**src/rtl/masked_xor_comar_vec.sv**
```systemverilog
// Two-share masked XOR/XNOR over WIDTH independent 1-bit lanes.
// Two-stage valid/ready pipeline; every stage load consumes fresh masks.
module masked_xor_comar_vec #(
  parameter int WIDTH = 4,
  parameter int CNT_W = 8
) (
  input  logic                 clk,
  input  logic                 rst_n,
  input  logic [2*WIDTH-1:0]   a,
  input  logic [2*WIDTH-1:0]   b,
  input  logic [6*WIDTH-1:0]   r,
  input  logic                 op,
  input  logic                 in_valid,
  output logic                 in_ready,
  output logic [2*WIDTH-1:0]   c,
  output logic                 out_valid,
  input  logic                 out_ready,
  output logic [CNT_W-1:0]     out_count
);

  function automatic logic xor4(input logic w, input logic x, input logic y, input logic z);
    return w ^ x ^ y ^ z;
  endfunction

  logic             s1_valid_r, s1_op_r;
  logic [WIDTH-1:0] s1_a0_r, s1_a1_r, s1_b0_r, s1_b1_r;
  logic             s2_valid_r, s2_op_r;
  logic [WIDTH-1:0] s2_a0_r, s2_a1_r, s2_b0_r, s2_b1_r, s2_sum_r;
  logic [CNT_W-1:0] out_count_r;

  logic [WIDTH-1:0] s1_a0_s, s1_a1_s, s1_b0_s, s1_b1_s;
  logic [WIDTH-1:0] s2_a0_s, s2_a1_s, s2_b0_s, s2_b1_s, s2_sum_s;
  logic             s2_adv_s, in_fire_s;

  // Handshake control: S2 advances when empty or drained, S1 accepts when it can hand off.
  always_comb begin
    s2_adv_s  = !s2_valid_r || out_ready;
    in_ready  = !s1_valid_r || s2_adv_s;
    in_fire_s = in_valid && in_ready;
  end

  // Per-lane remasking; lane i only ever touches r[6i +: 6].
  always_comb begin
    s1_a0_s  = '0;
    s1_a1_s  = '0;
    s1_b0_s  = '0;
    s1_b1_s  = '0;
    s2_a0_s  = '0;
    s2_a1_s  = '0;
    s2_b0_s  = '0;
    s2_b1_s  = '0;
    s2_sum_s = '0;
    for (int i = 0; i < WIDTH; i++) begin
      s1_a0_s[i]  = a[2*i]   ^ r[6*i];
      s1_a1_s[i]  = a[2*i+1] ^ r[6*i];
      s1_b0_s[i]  = b[2*i]   ^ r[6*i+1];
      s1_b1_s[i]  = b[2*i+1] ^ r[6*i+1];
      s2_a0_s[i]  = s1_a0_r[i] ^ r[6*i+2];
      s2_a1_s[i]  = s1_a1_r[i] ^ r[6*i+3];
      s2_b0_s[i]  = s1_b0_r[i] ^ r[6*i+4];
      s2_b1_s[i]  = s1_b1_r[i] ^ r[6*i+5];
      s2_sum_s[i] = xor4(r[6*i+2], r[6*i+3], r[6*i+4], r[6*i+5]);
    end
  end

  // Stage 1: load on input transfer, otherwise empty out when handing off to S2.
  always_ff @(posedge clk or negedge rst_n) begin
    if (!rst_n) begin
      s1_valid_r <= 1'b0;
      s1_op_r    <= 1'b0;
      s1_a0_r    <= '0;
      s1_a1_r    <= '0;
      s1_b0_r    <= '0;
      s1_b1_r    <= '0;
    end else if (in_fire_s) begin
      s1_valid_r <= 1'b1;
      s1_op_r    <= op;
      s1_a0_r    <= s1_a0_s;
      s1_a1_r    <= s1_a1_s;
      s1_b0_r    <= s1_b0_s;
      s1_b1_r    <= s1_b1_s;
    end else if (s2_adv_s) begin
      s1_valid_r <= 1'b0;
    end
  end

  // Stage 2: on advance take S1 with fresh masks, or clear when S1 is empty.
  always_ff @(posedge clk or negedge rst_n) begin
    if (!rst_n) begin
      s2_valid_r <= 1'b0;
      s2_op_r    <= 1'b0;
      s2_a0_r    <= '0;
      s2_a1_r    <= '0;
      s2_b0_r    <= '0;
      s2_b1_r    <= '0;
      s2_sum_r   <= '0;
    end else if (s2_adv_s) begin
      if (s1_valid_r) begin
        s2_valid_r <= 1'b1;
        s2_op_r    <= s1_op_r;
        s2_a0_r    <= s2_a0_s;
        s2_a1_r    <= s2_a1_s;
        s2_b0_r    <= s2_b0_s;
        s2_b1_r    <= s2_b1_s;
        s2_sum_r   <= s2_sum_s;
      end else begin
        s2_valid_r <= 1'b0;
        s2_op_r    <= 1'b0;
        s2_a0_r    <= '0;
        s2_a1_r    <= '0;
        s2_b0_r    <= '0;
        s2_b1_r    <= '0;
        s2_sum_r   <= '0;
      end
    end
  end

  // Completed-transfer counter, wraps naturally at 2^CNT_W.
  always_ff @(posedge clk or negedge rst_n) begin
    if (!rst_n) begin
      out_count_r <= '0;
    end else if (s2_valid_r && out_ready) begin
      out_count_r <= out_count_r + CNT_W'(1);
    end
  end

  // Output shares taken directly from S2 registers: share0 folds the remasked values, share1 is the mask sum.
  always_comb begin
    c = '0;
    for (int i = 0; i < WIDTH; i++) begin
      c[2*i]   = xor4(s2_a0_r[i], s2_a1_r[i], s2_b0_r[i], s2_b1_r[i]) ^ s2_op_r;
      c[2*i+1] = s2_sum_r[i];
    end
  end

  assign out_valid = s2_valid_r;
  assign out_count = out_count_r;

endmodule

```
**config.mk**
```make
export PLATFORM = sky130hd
export DESIGN_NAME = masked_xor_comar_vec
export DESIGN_NICKNAME = d
export VERILOG_FILES = /design/src/rtl/masked_xor_comar_vec.sv
export SDC_FILE = /design/constraint.sdc
export NUM_CORES = 1
export LEC_CHECK = 0
export ABC_AREA = 1
export CORE_ASPECT_RATIO = 2
export CORE_MARGIN = 4
export CORE_UTILIZATION = 53
export CTS_CLUSTER_DIAMETER = 150
export CTS_CLUSTER_SIZE = 28
export DETAILED_ROUTE_END_ITERATION = 12
export GPL_ROUTABILITY_DRIVEN = 0
export GPL_TIMING_DRIVEN = 0
export HOLD_SLACK_MARGIN = 0.1
export PLACE_DENSITY = 0.84
export SYNTH_ARGS = -nofsm -noshare
export SYNTH_HDL_FRONTEND = slang
export SYNTH_SLANG_ARGS = --single-unit
```
**constraint.sdc**
```tcl
create_clock -name clk -period 1.7 [get_ports clk]
set_clock_uncertainty 0.1 [all_clocks]
set_input_delay 0.255 -clock clk [delete_from_list [all_inputs] [get_ports clk]]
set_output_delay 0.255 -clock clk [all_outputs]
set_load 0.05 [all_outputs]
```
* Word level (Yosys, flattened, before mapping)
Cells that the tools add are included.
Cells by class: $add $sub $neg 1, multiply operators 0, div/mod/pow operators 0, magnitude comparators 0, equal/unequal tests 0, shift operators 0, mux-type cells 9, bitwise gates (word level) 60, reduce and logical (&&, ||, !) cells 7
Operator list (count):
- $xor A1 B1 Y1 | 60
- $mux W4 | 5
- $add A8 B1 Y8 const B | 1
- $mux W1 | 4
- $logic_and A1 B1 Y1 | 2
- $logic_not A1 Y1 | 2
- $logic_or A1 B1 Y1 | 2
- $reduce_bool A2 Y1 | 1
Storage, ports and cells: register bits after elaboration 48, bits in latches 0, RAM bits 0, memory bits (read-only) 0, bits of input ports 45, output and inout bits 18, word-level logic and storage cells 91, memories 0

* Depth between registers and ports, before layout
depth in word-level cells 5, depth in mapped cells 7, depth with buffers taken out 7

* Least setup slack after synthesis
OpenSTA, ideal clock, no wires.
kind reg2reg, start point reg s2_valid_r (netlist: out_valid), end point reg s1_a0_r[0], arrival time 1363 ps, path slack 110 ps, cell stages (with the launch flop) 7, buffers on the path 1, clock period less this slack 1590 ps, cells stage by stage dfrtp_1 inv_2 nor2_4 nand2_4 nand2_4 buf_6 o21ai_0
On the way: cells in the longest elaborated chain, start to end 4
Ends and longest elaborated chain:
- start, declared | line 27 | logic s2_valid_r, s2_op_r;
- start signal, assigned | line 90 | s2_valid_r <= 1'b0;
- start signal, assigned | line 99 | s2_valid_r <= 1'b1;
- start signal, assigned | line 107 | s2_valid_r <= 1'b0;
- $logic_not A1 Y1 | line 37 | s2_adv_s = !s2_valid_r || out_ready;
- $logic_or A1 B1 Y1 | line 37
- $logic_or A1 B1 Y1 | line 38 | in_ready = !s1_valid_r || s2_adv_s;
- named net in_ready | line 14 | output logic in_ready,
- $logic_and A1 B1 Y1 | line 39 | in_fire_s = in_valid && in_ready;
- end signal, assigned | line 78 | s1_a0_r <= s1_a0_s;
- end, declared | line 26 | logic [WIDTH-1:0] s1_a0_r, s1_a1_r, s1_b0_r, s1_b1_r;
The timed path passes the listed nets, and every way through them passes these cells. A chain may end at the register's enable or synchronous reset.

* Final worst setup path
start point reg s2_op_r, end point out c[2]
On the way: cells in the longest elaborated chain, start to end 1
Ends and longest elaborated chain:
- start, declared | line 27
- start signal, assigned | line 100 | s2_op_r <= s1_op_r;
- $xor A1 B1 Y1 | line 131 | c[2*i] = xor4(s2_a0_r[i], s2_a1_r[i], s2_b0_r[i], s2_b1_r[i]) ^ s2_op_r;
- end, declared | line 15 | output logic [2*WIDTH-1:0] c,
Every way passes these cells.

==> results by group <==
Clock network
  – # H-tree levels: 2
  – Clk pin slew, worst setup/hold paths: 90 ps
  – Clk Tree Root Cell: clkbuf_8
  – TritonCTS buffer count: 5
  – CTS Buffer Depth: 2
  – Clock Sinks: 48
  – Worst-skew pair later-pin latency: 300 ps
  – CTS tree: done

GRT
  – First-pass GRT wire length: 9.363 mm
  – Initial antenna violation count: 0
  – Tot GR Track Use: 19.35%
  – Vias in the first global route: 2274
  – GRT overflow: 0
  – Largest net degree at the start of global routing: 29

Routing
  – Average wire per standard cell: 12.43 µm
  – Final wirelength: 5.669 mm
  – DRT Pass-1 Iters: 4
  – Drt drc: 0
  – Vias: 2301
  – Via-to-Cell Ratio: 5.046
  – 1st-iter DRT viols: 63
  – Antenna-violating nets left: 0

Timing
  – Slew Limit Fails: 0
  – RSZ-0062 raised after global routing: yes
  – Fin. Hold Viols: 0
  – Clock period minus worst slack: 1788 ps
  – Setup tns final: -199.1 ps
  – Final worst-path cycle share: 105.2%
  – Fmax: 559.2 MHz
  – Number of setup violations in the final report: 4
  – Hold Worst Slack: 274.5 ps
  – Final worst slack: -88.15 ps
  – Max_slew headroom: 66.61%
  – Worst Tran Pin Value: 500.8 ps

Die
  – Die Y-Extent: 107.0 µm
  – Io pins: 63
  – Starting Density: 55.41%
  – Core region area: 4686 µm²
  – # rows: 35
  – Die width: 57.49 µm
  – Full die area: 6150 µm²

Placement
  – Post-DP HPWL: 4.516 mm
  – Port buffer count: 62
  – Post-DP Area: 3301 µm²

Yosys
  – Distinct cells, synth: 19
  – Most common cell in the netlist: nand2_1
  – Register area share after synthesis: 46.27%
  – Syn_area_per_cell: 7.915 µm²
  – Most common flop cell mapped by yosys: dfrtp_1
  – Cells after Synth: 328
  – Yosys top cell area share: 46.27%
  – Ys async rst share: 100.0%
  – Count of flip-flops with a built-in enable after synthesis: 0
  – Syn Nets: 374
  – Mapped Area: 2596 µm²
  – Synth warnings: 0
  – Flops & latches, synth: 48
  – Synth area leader: dfrtp_1
  – Area contributors post-synth: dfrtp_1 46%, nand2_1 20%, xnor2_1 12%
  – Synth cell count leaders: 137 x nand2_1, 48 x dfrtp_1, 35 x inv_1, 35 x xnor2_1, 20 x o21ai_0

Power and ir drop
  – Sw Share: 41.20%
  – Worst VDD drop: 1214 µV
  – Cell internal pwr: 2.564 mW
  – Net switching power: 1.796 mW
  – Comb pwr share: 44.5%
  – Clk pwr share: 18.5%
  – Leak pwr: 1.743 nW
  – Sequential power share: 37.0%
  – Cell area power density: 1246 nW/µm²

Flow run
  – Maxcap violations: 0

Worst setup path
  – Worst path max stage delay: 460 ps
  – Crit-path max FO: 3
  – Worst Setup SP: s2_op_r$_DFFE_PN0P_
  – Crit-path slowest cell: dfrtp_2
  – Startpoint Class: register
  – Worst Reg-to-Reg Cells: 7
  – Reg-to-reg startpoint: out_valid$_DFFE_PN0P_
  – Kind of critical path: register to primary output
  – Worst path required time: 1340 ps
  – Critical Path AT: 1430 ps
  – Crit. End Element: primary output
  – Critical Path Sink: c[2]
  – Cell breakdown of the critical path: buf_6, nand2_2, nand2_1, nand2_1, nand2_1, nand2_2, nand2_2, buf_8
  – R2R Setup Slk: 350 ps
  – Worst r2r dst: s1_a1_r[2]$_DFFE_PN0P_

Status
  – Status: finished, violations left
  – Failing checks: setup timing

Cells and area
  – Layout filler cell count: 348
  – Layout cells sized above 1: 11.97%
  – Ant diodes: 0
  – Area grow syn2layout: 34.80%
  – # nets final: 446
  – Final Cell Area: 3500 µm²

Min path
  – Hold Crit Class: primary input to register
per-layer routing:
metal / GRT usage (%) / wire length [µm] / vias up
met5: 0 / 0 / -
met4: 9.287 / 142 / 0
met3: 2.410 / 228 / 9
met2: 37.86 / 3348 / 59
met1: 18.78 / 1948 / 1071
li1: - / - / 1162
worst max-delay path: cells and delay by family, from the launching register on:
family	cells	cell delay (ps)
flops	1	460
simple gates	6	370
buf+inv	2	290
kinds of logic after synthesis:
family	share of synthesized area [%]
AOI/OAI and AO/OA	6.747
adders and majority gates	0.4819
DFF	46.26
buffers and inverters	7.084
and+or+nand+nor	25.49
muxes	0.4337
xor gates and xnor gates	13.49
power by group through the flow:
| stage | sequential [mW] | combinational, mW | clock (mW) |
|---|---|---|---|
| finish | 1.61 | 1.94 | 0.805 |
| global route | 1.65 | 2.10 | 0.855 |
| CTS | 1.60 | 1.85 | 0.815 |
| detailed placement | 1.63 | 1.87 | 0 |
| global placement | 1.61 | 1.82 | 0 |
| floorplan | 1.90 | 0.936 | 0 |
sequential cells by signal, summed over array words and instances, names as in the netlist:
signal	cells
s1_valid_r	1
s2_b0_r	4
out_valid	1
s1_a0_r	4
s1_op_r	1
s1_b1_r	4
s2_op_r	1
out_count	8
s2_a0_r	4
s1_a1_r	4
s2_a1_r	4
s1_b0_r	4
s2_sum_r	4
s2_b1_r	4
final cells by class:
cell class	count	area [µm²]	area share [%]
plain buffers	6	48.80	1.394
repair buffers	65	650.6	18.59
flip-flops and latches	48	1202	34.36
multi-input cells	238	1281	36.61
well taps	55	68.82	1.966
clock inverters	2	35.03	1.001
clock buffers	6	72.57	2.074
inverters	36	140.1	4.004
cell usage in the layout (no fill, tap or decap), types with 3 or more instances in the layout:
cell	synthesis	final
o21ai_1	5	5
clkbuf_8	0	5
nand2_2	1	14
nor2_1	4	4
o21ai_0	20	20
buf_2	3	4
nand3_1	17	14
dlygate4sd2_1	0	12
nand3_2	0	3
nand2_4	2	5
clkdlybuf4s50_1	0	42
buf_6	3	7
dfrtp_1	48	47
inv_1	35	34
o22ai_1	8	8
xnor2_1	35	35
xor2_1	5	5
nand2_1	137	121
per-stage QoR:
step           total power, mW  utilization, %  std cells  setup WS, ps
2_1_floorplan            2.839               -        328         110.1
3_3_place_gp             3.429           70.12        445         -1026
3_5_place_dp             3.493           70.44        446        -517.4
4_1_cts                  4.269           73.00        456        -73.48
5_1_grt                  4.600           74.69        456        -175.9
6_report                 4.360           74.69        456        -88.15
what timing repair did:
| item | in CTS | in global routing |
|---|---|---|
| hold endpoints to repair | 20 | 0 |
| hold buffers | 1 | 0 |
| setup endpoints to repair | 18 | 6 |
| buffers inserted | 1 | 0 |
| resized for setup | 52 | 25 |
| cloned | 0 | 0 |
| pin swaps | 2 | 5 |
worst min-delay path by stage:
stage / start / endpoint / cells past startpoint
3_5_place_dp: rst_n / out_valid$_DFFE_PN0P_ / 1
4_1_cts: rst_n / out_valid$_DFFE_PN0P_ / 2
6_report: out_ready / out_count[2]$_DFFE_PN0P_ / 3
2_1_floorplan: rst_n / out_count[0]$_DFFE_PN0P_ / 0
3_3_place_gp: s2_sum_r[2]$_DFFE_PN0P_ / s2_sum_r[2]$_DFFE_PN0P_ / 2
5_1_grt: out_ready / out_count[2]$_DFFE_PN0P_ / 3
Note: power is estimated with default switching activity, not from simulation.
